--- src/rtl/serial_frame_rx_pkg.sv ---
// Shared definitions for the serial frame receiver: FSM encodings and parity helper.
package serial_frame_pkg;

   localparam logic [1:0] ST_IDLE   = 2'd0;
   localparam logic [1:0] ST_DATA   = 2'd1;
   localparam logic [1:0] ST_PARITY = 2'd2;
   localparam logic [1:0] ST_STOP   = 2'd3;

   localparam int SR_MAX_W = 32;

   // Even-parity bit for a word; zero-extended words give the same result.
   function automatic logic even_parity(input logic [SR_MAX_W-1:0] d);
      return ^d;
   endfunction

endpackage

--- src/rtl/serial_frame_rx_if.sv ---
// Output word bus of the serial frame receiver with its consumer handshake.
interface serial_frame_rx_if #(
   parameter int SHIFT_WIDTH = 4
);
   logic                   ready;
   logic [SHIFT_WIDTH-1:0] q;
   logic                   valid;
   logic                   parity_err;
   logic                   frame_err;
   logic                   overrun;
   logic                   busy;

   modport master (
      input  ready,
      output q, valid, parity_err, frame_err, overrun, busy
   );

   modport slave (
      output ready,
      input  q, valid, parity_err, frame_err, overrun, busy
   );
endinterface

--- src/rtl/serial_frame_rx.sv ---
// Serial frame receiver: start bit, SHIFT_WIDTH data bits, optional even parity,
// stop bit; committed words are held in q until the consumer takes them.
module serial_frame_rx
   import serial_frame_pkg::*;
#(
   parameter int    SHIFT_WIDTH     = 4,
   parameter string SHIFT_DIRICTION = "RIGHT",
   parameter int    PARITY_EN       = 1
) (
   input logic               clock,
   input logic               aclr,
   input logic               sclr,
   input logic               enable,
   input logic               shiftin,
   serial_frame_rx_if.master bus
);
   localparam int            CW        = $clog2(SHIFT_WIDTH + 1);
   localparam logic [CW-1:0] LAST_BIT  = CW'(SHIFT_WIDTH - 1);
   localparam bit            LSB_FIRST = (SHIFT_DIRICTION != "LEFT");

   logic [1:0]             state;
   logic [CW-1:0]          cnt;
   logic [SHIFT_WIDTH-1:0] sr;
   logic [SHIFT_WIDTH-1:0] sr_next;
   logic [SHIFT_WIDTH-1:0] q;
   logic                   perr_rec;
   logic                   valid;
   logic                   parity_err;
   logic                   frame_err;
   logic                   overrun;
   logic                   commit;

   // Same bit ordering as the transmitter: RIGHT fills from the MSB end.
   always_comb begin
      if (LSB_FIRST) sr_next = SHIFT_WIDTH'({shiftin, sr} >> 1);
      else           sr_next = SHIFT_WIDTH'({sr, shiftin});
   end

   assign commit = enable && (state == ST_STOP) && shiftin;

   always_ff @(posedge clock or posedge aclr) begin
      if (aclr) begin
         state      <= ST_IDLE;
         sr         <= '0;
         cnt        <= '0;
         perr_rec   <= 1'b0;
         q          <= '0;
         valid      <= 1'b0;
         parity_err <= 1'b0;
         frame_err  <= 1'b0;
         overrun    <= 1'b0;
      end else if (sclr) begin
         state      <= ST_IDLE;
         cnt        <= '0;
         perr_rec   <= 1'b0;
         q          <= '0;
         valid      <= 1'b0;
         parity_err <= 1'b0;
         frame_err  <= 1'b0;
         overrun    <= 1'b0;
      end else begin
         frame_err <= 1'b0;
         // A commit into an unconsumed slot drops the new word; otherwise it refills.
         if (commit) begin
            if (valid && !bus.ready) begin
               overrun <= 1'b1;
            end else begin
               q          <= sr;
               valid      <= 1'b1;
               parity_err <= (PARITY_EN != 0) && perr_rec;
            end
         end else if (valid && bus.ready) begin
            valid <= 1'b0;
         end

         if (enable) begin
            case (state)
               ST_IDLE: begin
                  if (!shiftin) begin
                     state <= ST_DATA;
                     cnt   <= '0;
                  end
               end
               ST_DATA: begin
                  sr  <= sr_next;
                  cnt <= cnt + CW'(1);
                  if (cnt == LAST_BIT) state <= (PARITY_EN != 0) ? ST_PARITY : ST_STOP;
               end
               ST_PARITY: begin
                  perr_rec <= shiftin ^ even_parity(SR_MAX_W'(sr));
                  state    <= ST_STOP;
               end
               ST_STOP: begin
                  if (!shiftin) frame_err <= 1'b1;
                  state <= ST_IDLE;
               end
               default: state <= ST_IDLE;
            endcase
         end
      end
   end

   assign bus.q          = q;
   assign bus.valid      = valid;
   assign bus.parity_err = parity_err;
   assign bus.frame_err  = frame_err;
   assign bus.overrun    = overrun;
   assign bus.busy       = (state != ST_IDLE);

endmodule

--- src/flat_wrapper.sv ---
// flat-port wrapper written by rule: the top's interface ports become plain ports
module serial_frame_rx_flat import serial_frame_pkg::*;
#(
   parameter int    SHIFT_WIDTH     = 4,
   parameter string SHIFT_DIRICTION = "     ",
   parameter int    PARITY_EN       = 1
)
  (clock, aclr, sclr, enable, shiftin, bus_ready, bus_q, bus_valid, bus_parity_err, bus_frame_err, bus_overrun, bus_busy);
  serial_frame_rx_if #(.SHIFT_WIDTH(SHIFT_WIDTH)) bus_i ();
  input logic clock;
  input logic aclr;
  input logic sclr;
  input logic enable;
  input logic shiftin;
  input wire logic [$bits(bus_i.ready)-1:0] bus_ready;
  output wire logic [$bits(bus_i.q)-1:0] bus_q;
  output wire logic [$bits(bus_i.valid)-1:0] bus_valid;
  output wire logic [$bits(bus_i.parity_err)-1:0] bus_parity_err;
  output wire logic [$bits(bus_i.frame_err)-1:0] bus_frame_err;
  output wire logic [$bits(bus_i.overrun)-1:0] bus_overrun;
  output wire logic [$bits(bus_i.busy)-1:0] bus_busy;
  assign bus_i.ready = bus_ready;
  assign bus_q = bus_i.q;
  assign bus_valid = bus_i.valid;
  assign bus_parity_err = bus_i.parity_err;
  assign bus_frame_err = bus_i.frame_err;
  assign bus_overrun = bus_i.overrun;
  assign bus_busy = bus_i.busy;
  serial_frame_rx #(.SHIFT_WIDTH(SHIFT_WIDTH), .SHIFT_DIRICTION(SHIFT_DIRICTION), .PARITY_EN(PARITY_EN)) u_core (.clock(clock), .aclr(aclr), .sclr(sclr), .enable(enable), .shiftin(shiftin), .bus(bus_i));
endmodule
--- config.mk ---
export PLATFORM = sky130hd
export DESIGN_NAME = serial_frame_rx_flat
export DESIGN_NICKNAME = d
export VERILOG_FILES = /design/src/rtl/serial_frame_rx_pkg.sv /design/src/rtl/serial_frame_rx_if.sv /design/src/rtl/serial_frame_rx.sv /design/src/flat_wrapper.sv
export SDC_FILE = /design/constraint.sdc
export NUM_CORES = 1
export LEC_CHECK = 0
export BUFFER_PORTS_ARGS = -buffer_cell sky130_fd_sc_hd__clkbuf_2
export CAP_MARGIN = 40
export CORE_MARGIN = 4
export CORE_UTILIZATION = 53
export CTS_CLUSTER_DIAMETER = 60
export CTS_CLUSTER_SIZE = 20
export DETAILED_ROUTE_END_ITERATION = 6
export PLACE_DENSITY_LB_ADDON = 0.3
export SLEW_MARGIN = 30
export SYNTH_ARGS = -nofsm -noshare
export SYNTH_HDL_FRONTEND = slang
export SYNTH_SLANG_ARGS = --single-unit
export TNS_END_PERCENT = 50
--- constraint.sdc ---
create_clock -name clock -period 1.87 [get_ports clock]
set_input_delay 0.4675 -clock clock [delete_from_list [all_inputs] [get_ports clock]]
set_output_delay 0.4675 -clock clock [all_outputs]
set_load 0.1 [all_outputs]
# After elaboration in Yosys (flattened, before gate mapping)
# Index checks and enable logic that the tools add are counted.
# op_classes
addsub,1
n_eq_ne,8
mul,0
order_cmp,0
n_div,0
shift,0
n_bitwise,2
muxes,29
n_reduce_logical,21
# ops
op,count
XOR reduction 32 bit,1
2-to-1 mux 1 bit,17
2-to-1 mux 4 bit,3
nonzero test 2 bit,5
2-to-1 mux 3 bit,3
AND reduction 3 bit,3
2-to-1 mux 2 bit,4
one-hot mux 2 bit (4 select lines),1
AND reduction 2 bit,4
"!= test 3 bit, second input constant",2
one-hot mux 3 bit (2 select lines),1
nonzero test 3 bit,2
"== test 2 bit, second input constant",2
logical AND 1 bit,4
"adder 3 x 1 -> 3 bit, second input constant",1
"== test 3 x 2 -> 1 bit, second input constant",1
"!= test 3 x 2 -> 1 bit, second input constant",1
"== test 2 x 1 -> 1 bit, second input constant",1
logical NOT 2 bit,1
"!= test 2 bit, second input constant",1
logical NOT 1 bit,1
inverter 1 bit,1
XOR 1 bit,1
# totals
input_bits,6
rom_bits,0
latch_bits,0
mem_bits_rw,0
register_bits,18
mem_count,0

# Longest topological paths before layout
# Gate-level depths: netlist of the first run.
# logic_depth
word_depth,5
mapped_depth,6

# Least setup slack after synthesis of the first run
# OpenSTA, ideal clock, no wires.
# synth_timing
path_kind,flip-flop to output port
startpoint,register u_core.state[0]
endpoint,output bus_busy
t_arrival_ns,1.267
path_buffers,0
path_slack_ns,0.135
required_ns,1.402
stages_incl_launch_ff,4
path_cell_list,dfrtp_1 inv_1 ha_1 inv_1
# synth_via
elab_chain_len,1
# synth_rtl
item,line,text
"start, declared",serial_frame_rx.sv:21,logic [1:0] state;
"start signal, assigned",serial_frame_rx.sv:87,if (cnt == LAST_BIT) state <= (PARITY_EN != 0) ? ST_PARITY : ST_STOP;
nonzero test 2 bit,serial_frame_rx.sv:108,assign bus.busy = (state != ST_IDLE);
"end, declared",flat_wrapper.sv:21,output wire logic [$bits(bus_i.busy)-1:0] bus_busy;
# Every way passes these cells.

# Final worst setup path of the first run
# Same ends and word-level chain as after synthesis.

==> flow_summary.toml, run 1 <==
[placement]
place_congestion = 0.7279
port_buffers = 14
placed_cells = 107
placed_cell_area_um2 = 983.4
place_hpwl_um = 1156

[die]
ios = 15
initial_core_util = 0.5755
die_y_um = 48.91
die-area_mm2 = 0.002392
rows = 14
die_x_um = 48.91
core-area_mm2 = 0.001541

[route]
wl_um = 1533
drtAntennaViolNets = 0
routed_wire_length_per_instance_um = 13.81
viasPerCell = 5.550
routed-via-count = 616
drcViolationCount = 0
drtIter0Drc = 8
drt_first_pass_iters = 3

[worst_setup_path]
path_class = "reg2out"
arrival_ns = 1.29
critPathLaunchType = "register"
r2r_slack_ns = 0.18
required_ns = 1.40
worstPathMaxFanout = 4
worst_setup_path_end_kind = "primary output"
worstRegToRegCells = 6

[sta]
hold_violations = 0
period_share = 0.9420
fin_skew_ns = 0.001069
fmax_ghz = 0.5677
report.final.slew_viol_count = 0
maxSlewHeadroom = 0.5397
fin_tns_setup_ns = 0
worst_slew_pin_slew_ns = 0.6897
timing.final.crit_period_ns = 1.762
rsz0062_at_grt = "false"
setup-violations-final = 0

[yosys]
syn_area_um2 = 887.1
syn_area_per_cell_um2 = 11.23
ys_warn_count = 0
synth-seq-cells = 18
synth-seq-area-share = 0.5078
synth_top_area_frac = 0.5078
synth_cells = 79
yosys.area.top_type = "dfrtp_1"
synth_fp_nets = 92
synthDistinctLibCells = 25
synth_area_leaders = "dfrtp_1 (51%), ha_1 (9.9%), mux2_2 (5.1%)"

[clock_tree]
post_cts_buffers = 0
cts.path.max_buffers = 2
clkSinkCount = 18
path_clk_slew_ns = 0.10
cts_tree = "done"
root_buffer = "clkbuf_4"
insertion_delay_ns = 0.29
htree_levels = 1
cts-buffers-inserted = 3

[power]
internal_power_uw = 668.4
ir_drop_v = 0.0006149
p_leak_uw = 0.0005148
clkPwrFrac = 0.254
p_seq_frac = 0.501
p_sw_frac = 0.2930
comb_power_share = 0.245
power_density_mw_per_mm2 = 927.1
p_sw_uw = 277.0

[global_routing]
grt_max_degree = 19
grt_usage = 0.1390
antenna_found_initial = 0
grt_pass1_wl_um = 2642
overflow = 0
grt_pass1_vias = 587

[final_layout]
fillers = 122
stdcell_area_mm2 = 0.001020
layout-drive-gt1-share = 0.2421
multi_input_area_um2 = 409.1
nets = 109
final_common_cell = "dfrtp_1"
syn2layout_area_growth_pct = 14.95
fin_cells = 111
seq_area_um2 = 450.4
mostFrequentLayoutCells = "dfrtp_1 (18), clkbuf_2 (13), a21oi_1 (7), nand2_1 (7), ha_1 (7)"
antenna_cells = 0

[flow_run]
cap_viol_max_count = 0

[worst_hold_path]
hold_path.class = "in2async"

[outcome]
status = "completed"
kinds of logic (layout without fill, tap and decap cells):
kind of cell,after synthesis,count (layout),share of synthesized area
and+or+nand+nor,24,24,0.1425
DFF,18,18,0.5078
AOI/OAI and AO/OA,15,15,0.1128
adders and majority gates,7,7,0.09873
buffers and inverters,7,23,0.03102
muxes,5,5,0.06206
xor gates and xnor gates,3,3,0.04514
synth_stat cells:
cell type / count
a22o_1: 5
and3_1: 1
o2111ai_1: 1
nand2_1: 7
nor3_1: 3
mux2i_1: 1
ha_1: 7
a211oi_1: 1
clkbuf_1: 1
mux2_2: 4
o21ai_1: 1
or3b_1: 1
xnor2_1: 1
dfrtp_1: 18
nor2_1: 2
xnor3_1: 1
buf_2: 1
xor2_1: 1
nand4b_1: 1
inv_1: 5
a21oi_1: 7
nor2b_1: 3
nand2b_1: 2
nand3_1: 3
nand3b_1: 1
sequential cells by signal, summed over array words and instances (netlist names):
| signal | cells |
|---|---|
| u_core.bus.parity_err | 1 |
| u_core.state | 2 |
| u_core.sr | 4 |
| u_core.bus.valid | 1 |
| u_core.bus.overrun | 1 |
| u_core.cnt | 3 |
| u_core.bus.frame_err | 1 |
| u_core.perr_rec | 1 |
| u_core.bus.q | 4 |
layer usage:
metal,track usage,part of all wire
met5,0,0
met2,0.2130,0.44
met3,0.02446,0.050
met1,0.1822,0.49
met4,0.08072,0.022
metrics by stage:
stage | hold WS (ns) | power [µW] | util | worst slack [ns]
after detailed placement | 0.4829 | 714.2 | 0.6380 | 0.2206
after global routing | 0.2903 | 1005 | 0.6615 | 0.01851
after floorplan | 0.4061 | 658.4 | - | 0.1351
final | 0.2432 | 945.4 | 0.6615 | 0.1084
after global placement | 0.4775 | 707.8 | 0.6380 | 0.2801
after CTS | 0.2543 | 949.6 | 0.6615 | 0.06479
final timing paths:
path	startpoint	endpoint
hold reg to reg	u_core.bus.overrun	u_core.bus.overrun
hold / removal	aclr	u_core.perr_rec
min in group clock	shiftin	u_core.bus.frame_err
setup reg to reg	u_core.state[0]	u_core.cnt[2]
setup / recovery	u_core.state[0]	bus_busy
max in group asynchronous	aclr	u_core.bus.overrun
power by group through the flow:
stage               Clock (µW)  Sequential, µW  Combinational [µW]
floorplan                    0             471                 187
global placement             0             479                 229
detailed placement           0             480                 234
CTS                        243             472                 234
global route               267             481                 258
finish                     240             473                 232
critical path, cell delays in order, from the launching register on:
cell and delay, ns:
dfrtp_1 0.41, inv_1 0.12, ha_1 0.23, inv_2 0.07
buf_12 0.16
repair_timing:
item                                    4_1_cts  5_1_grt
endpoints found under the hold margin         0        0
hold buffers                                  0        0
endpoints found under the setup margin        0        1
gates resized for setup                       0        1
area by class of cell:
cell class                 instances  area share
clock buffer                       4     0.03558
inverter                           5     0.01840
tap                               16     0.01963
sequential                        18      0.4417
multi-input combinational         54      0.4012
timing repair buffer              14     0.08344
Power figures use the tool's default switching activity.
==> run 2, diff against run 1 <==
--- a/config.mk
+++ b/config.mk
@@ -8,7 +8,7 @@
 export BUFFER_PORTS_ARGS = -buffer_cell sky130_fd_sc_hd__clkbuf_2
 export CAP_MARGIN = 40
 export CORE_MARGIN = 4
-export CORE_UTILIZATION = 53
+export CORE_UTILIZATION = 48
 export CTS_CLUSTER_DIAMETER = 60
 export CTS_CLUSTER_SIZE = 20
 export DETAILED_ROUTE_END_ITERATION = 6
==> constraint.sdc (replaced) <==
create_clock -name clock -period 1.6 [get_ports clock]
set_input_delay 0.4 -clock clock [delete_from_list [all_inputs] [get_ports clock]]
set_output_delay 0.4 -clock clock [all_outputs]
set_load 0.1 [all_outputs]
==> run 2 against run 1 <==
- the flow now finishes with violations (setup timing)
- clock-buffer cell count unchanged
- register-to-register slack worse by 0.18 ns
- highest routed layer unchanged
- total power up 24%
- clock power up 20%
- flip-flop and latch count unchanged
- critical endpoint unchanged
- critical path depth unchanged
- largest power group unchanged
- global-route usage up 1.9 points
- worst hold slack worse by 0.20 ns
- setup slack worse by 0.14 ns
==> flow_summary.toml, run 2 (synthesized netlist as in run 1, its figures left out) <==
[worst_setup_path]
worst_setup_path_end_kind = "primary output"
worstPathMaxFanout = 4
path_class = "reg2out"
required_ns = 1.20
worstRegToRegCells = 8
crit_chain = "inv_2 -> ha_4 -> clkinvlp_4 -> buf_12"
max_stage_delay_ns = 0.41
critPathLaunchType = "register"
r2r_slack_ns = 0
cp_slowest_cell = "dfrtp_1"
arrival_ns = 1.23

[power]
p_leak_uw = 0.0005692
report.power.total_uw = 1173
ir_drop_v = 0.0005518
power_density_mw_per_mm2 = 1018

[sta]
timing.final.crit_period_ns = 1.633
rsz0062_at_grt = "true"
fin_skew_ns = 0.004465
period_share = 1.021
maxSlewHeadroom = 0.6420
fmax_ghz = 0.6124
worst_slew_pin_slew_ns = 0.5392
report.final.slew_viol_count = 0
setup_ws_ns = -0.03298
hold_violations = 0
holdWs_ns = 0.03944
setup-violations-final = 1

[route]
drtIter0Drc = 13
viasPerCell = 5.212
routed-via-count = 688
wl_um = 1841
drtAntennaViolNets = 0
drt_first_pass_iters = 4
routed_wire_length_per_instance_um = 13.95
drcViolationCount = 0

[worst_hold_path]
hold_path.class = "in2async"

[global_routing]
antenna_found_initial = 0
grt_max_degree = 13
grt_pass1_wl_um = 3022
grt_usage = 0.1578
grt_pass1_vias = 680
overflow = 0

[die]
ios = 15
die-area_mm2 = 0.002600
die_x_um = 50.99
die_y_um = 50.99
rows = 15
initial_core_util = 0.5082
core-area_mm2 = 0.001745

[placement]
placed_cells = 120
port_buffers = 14
place_hpwl_um = 1245
place_congestion = 0.7481
place_ws_ns = 0.06245

[final_layout]
fin_cells = 132
fillers = 145
mostFrequentLayoutCells = "dfrtp_1 (17), buf_4 (16), clkbuf_2 (9)"
layout-drive-gt1-share = 0.3738
final_common_cell = "dfrtp_1"
nets = 121
antenna_cells = 0
largest_registers = "u_core.bus.q: 4 flops, u_core.sr: 4 flops, u_core.cnt: 3 flops"
syn2layout_area_growth_pct = 29.90

[outcome]
status = "finished with violations"
violations = "setup timing"

[clock_tree]
root_buffer = "clkbuf_4"
cts.path.max_buffers = 2
htree_levels = 1
insertion_delay_ns = 0.29
path_clk_slew_ns = 0.11
cts_tree = "done"
cts-buffers-inserted = 3
clkSinkCount = 18

[flow_run]
cap_viol_max_count = 0
==> run 2: cell count changes in the layout (fill, tap and decap cells not counted), sizes merged <==
cell,previous run,this run
clkinvlp,0,1
clkbuf,17,13
buf,1,17
inv,5,4
==> run 2: where the power goes <==
| group | total (µW) | leakage [µW] | internal (µW) | switching, µW |
|---|---|---|---|---|
| registers | 551 | 0.000244 | 503 | 47.9 |
| clock network | 287 | 0.0000210 | 139 | 148 |
| logic | 335 | 0.000304 | 179 | 157 |
| total | 1170 | 0.000569 | 820 | 353 |
==> run 2: per-stage QoR <==
step / setup TNS, ns / area (µm²) / utilization
finish: -0.03298 / 1152 / 0.6602
global route: -0.3507 / 1152 / 0.6602
CTS: -0.01533 / 1134 / 0.6495
detailed placement: 0 / 1052 / 0.6029
global placement: 0 / 1052 / 0.6029
floorplan: -0.01381 / 904.6 / -
==> run 2: routing by layer <==
metal,track usage,share of wire,vias up
li1,-,-,338
met1,0.1884,0.42,332
met2,0.2768,0.53,14
met3,0.02624,0.036,4
met4,0.06726,0.017,0
met5,0,0,-
==> run 2: area by class of cell <==
class / count / area, µm² / area share
Timing Repair Buffer: 26 / 185.2 / 0.1607
Multi-Input combinational cell: 54 / 425.4 / 0.3692
Inverter: 5 / 22.52 / 0.01954
Clock buffer: 4 / 36.28 / 0.03149
Sequential cell: 18 / 451.7 / 0.3920
Tap cell: 25 / 31.28 / 0.02714
==> run 2: final timing paths <==
check / from / end
worst max register to register: u_core.state[0] / u_core.state[0]
max in group asynchronous: aclr / u_core.sr[0]
worst min-delay path: aclr / u_core.bus.overrun
worst min register to register: u_core.perr_rec / u_core.bus.parity_err
min in group clock: shiftin / u_core.bus.frame_err
worst max-delay path: u_core.state[0] / bus_busy
==> run 2: critical path, delay by kind of cell, from the launching register on <==
family                   cells  cell delay, ns
buffers and inverters        3            0.36
adder cells (fa/ha/maj)      1            0.16
flip-flops                   1            0.41
==> run 2: timing repair <==
item / in CTS / in global routing
pin swaps: 1 / 2
resized for setup: 0 / 1
endpoints found under the setup margin: 1 / 12
hold buffers: 0 / 0
buffers inserted: 6 / 2
==> run 3, diff against run 2 <==
--- a/config.mk
+++ b/config.mk
@@ -7,12 +7,15 @@
 export LEC_CHECK = 0
 export BUFFER_PORTS_ARGS = -buffer_cell sky130_fd_sc_hd__clkbuf_2
 export CAP_MARGIN = 40
+export CELL_PAD_IN_SITES_DETAIL_PLACEMENT = 1
+export CELL_PAD_IN_SITES_GLOBAL_PLACEMENT = 2
 export CORE_MARGIN = 4
-export CORE_UTILIZATION = 48
+export CORE_UTILIZATION = 31
 export CTS_CLUSTER_DIAMETER = 60
 export CTS_CLUSTER_SIZE = 20
 export DETAILED_ROUTE_END_ITERATION = 6
 export PLACE_DENSITY_LB_ADDON = 0.3
+export SKIP_CTS_REPAIR_TIMING = 1
 export SLEW_MARGIN = 30
 export SYNTH_ARGS = -nofsm -noshare
 export SYNTH_HDL_FRONTEND = slang
==> run 3 against run 2 <==
- the flow still finishes with violations (setup timing)
- worst hold slack better by 0.045 ns
- final area is 2.3% higher
- via count down 2.5%
- critical path depth unchanged
- sequential share of layout area down 0.87 points
- flip-flop and latch count unchanged
- maximum frequency is 4.4% lower
- critical endpoint unchanged
- largest power group unchanged
==> flow_summary.toml, run 3 (synthesized netlist as in run 1, its figures left out) <==
[clock_tree]
clkSinkCount = 18
root_buffer = "clkbuf_4"
cts.path.max_buffers = 2
insertion_delay_ns = 0.30
htree_levels = 1
cts-buffers-inserted = 3
path_clk_slew_ns = 0.11
cts_tree = "done"

[route]
drt_first_pass_iters = 4
viasPerCell = 4.898
drtAntennaViolNets = 0
routed_wire_length_per_instance_um = 14.93
routed-via-count = 671
wl_um = 2045
drtIter0Drc = 12
drcViolationCount = 0

[final_layout]
layout-drive-gt1-share = 0.4057
final_common_cell = "dfrtp_1"
nets = 120
syn2layout_area_growth_pct = 32.86
antenna_cells = 0
largest_registers = "u_core.bus.q: 4 flops, u_core.sr: 4 flops, u_core.cnt: 3 flops"
fillers = 305
stdcell_area_mm2 = 0.001179
mostFrequentLayoutCells = "dfrtp_1 (17), buf_4 (16), clkbuf_2 (8)"
fin_cells = 137

[sta]
setup-violations-final = 1
period_share = 1.068
setup_ws_ns = -0.1084
maxSlewHeadroom = 0.6409
report.final.slew_viol_count = 0
fin_skew_ns = 0.008659
fin_tns_setup_ns = -0.1084
timing.final.crit_period_ns = 1.708
hold_violations = 0
fmax_ghz = 0.5854
rsz0062_at_grt = "true"
worst_slew_pin_slew_ns = 0.5410

[outcome]
violations = "setup timing"
status = "finished with violations"

[worst_setup_path]
worstRegToRegCells = 7
r2r-start = "u_core.state[1]"
worst-path-buf-inv = 3
cp_slowest_cell = "dfrtp_1"
critPathLaunchType = "register"
r2r-end = "u_core.cnt[2]"
required_ns = 1.20
max_stage_delay_ns = 0.44
path_class = "reg2out"
crit_chain = "inv_2 -> ha_4 -> clkinvlp_4 -> buf_12"
r2r_slack_ns = 0.02
worst_setup_path_end_kind = "primary output"
crit_family = "flip-flops"
arrival_ns = 1.31
worstPathMaxFanout = 4

[placement]
placed_cells = 127
place_congestion = 0.7588
placed_cell_area_mm2 = 0.001070
place_hpwl_um = 1511
port_buffers = 14

[die]
ios = 15
initial_core_util = 0.3245
rows = 19
die_x_um = 61.50
core-area_mm2 = 0.002734
die_y_um = 61.50
die-area_mm2 = 0.003782

[global_routing]
grt_pass1_wl_um = 3249
grt_usage = 0.1172
grt_max_degree = 19
grt_pass1_vias = 712
overflow = 0
antenna_found_initial = 0

[power]
p_leak_uw = 0.0005703
power_density_mw_per_mm2 = 993.9
ir_drop_v = 0.0006390

[worst_hold_path]
hold_path.class = "in2async"

[flow_run]
cap_viol_max_count = 0
[run 3: area by class of cell]
class                   count  area [µm²]  share of cell area
inverters                   5       22.52             0.01911
clock buffers               4       36.28             0.03079
repair buffers             25       180.2              0.1529
flip-flops and latches     18       451.7              0.3832
well taps                  31       38.79             0.03291
multi-input cells          54       449.2              0.3811
[run 3: worst max-delay path by stage]
stage	start	end	slack (ns)	cells after the start
floorplan	u_core.state[1]	u_core.cnt[1]	-0.01	5
global placement	u_core.state[0]	u_core.cnt[2]	0.09	6
detailed placement	u_core.state[1]	u_core.cnt[2]	0.008	6
CTS	u_core.state[1]	bus_busy	-0.13	4
global route	u_core.state[1]	bus_busy	-0.15	4
finish	u_core.state[1]	bus_busy	-0.11	4
[run 3: per-layer routing]
layer / global-route usage / routed length, µm / part of all wire / up-vias
met2: 0.1973 / 1005 / 0.49 / 15
met1: 0.1441 / 888 / 0.43 / 322
met3: 0.01468 / 95 / 0.046 / 5
met5: 0 / 0 / 0 / -
li1: - / - / - / 329
met4: 0.06364 / 56 / 0.027 / 0
[run 3: worst register-to-register path, delay by kind of cell (launching register included)]
kind                       cells  cell delay (ns)
DFF                            1             0.44
and+or+nand+nor                2             0.50
AOI/OAI and AO/OA              2             0.21
adders and majority gates      1             0.13
buffers and inverters          2             0.24
[run 3: where the power goes]
group / internal [µW] / switching, µW
Combinational: 179 / 153
Sequential: 503 / 53.4
Clock: 139 / 144
Total: 820 / 351
[run 3: stage by stage]
stage            util  hold WS (ns)  worst slack, ns  total power, µW
2_1_floorplan       -        0.3385         -0.01381            780.8
3_3_place_gp   0.3913        0.4109          0.09417            863.9
3_5_place_dp   0.3913        0.4192         0.008467            869.1
4_1_cts        0.4046       0.07826          -0.1316             1161
5_1_grt        0.4311       0.09572          -0.1547             1237
6_report       0.4311       0.08416          -0.1084             1171
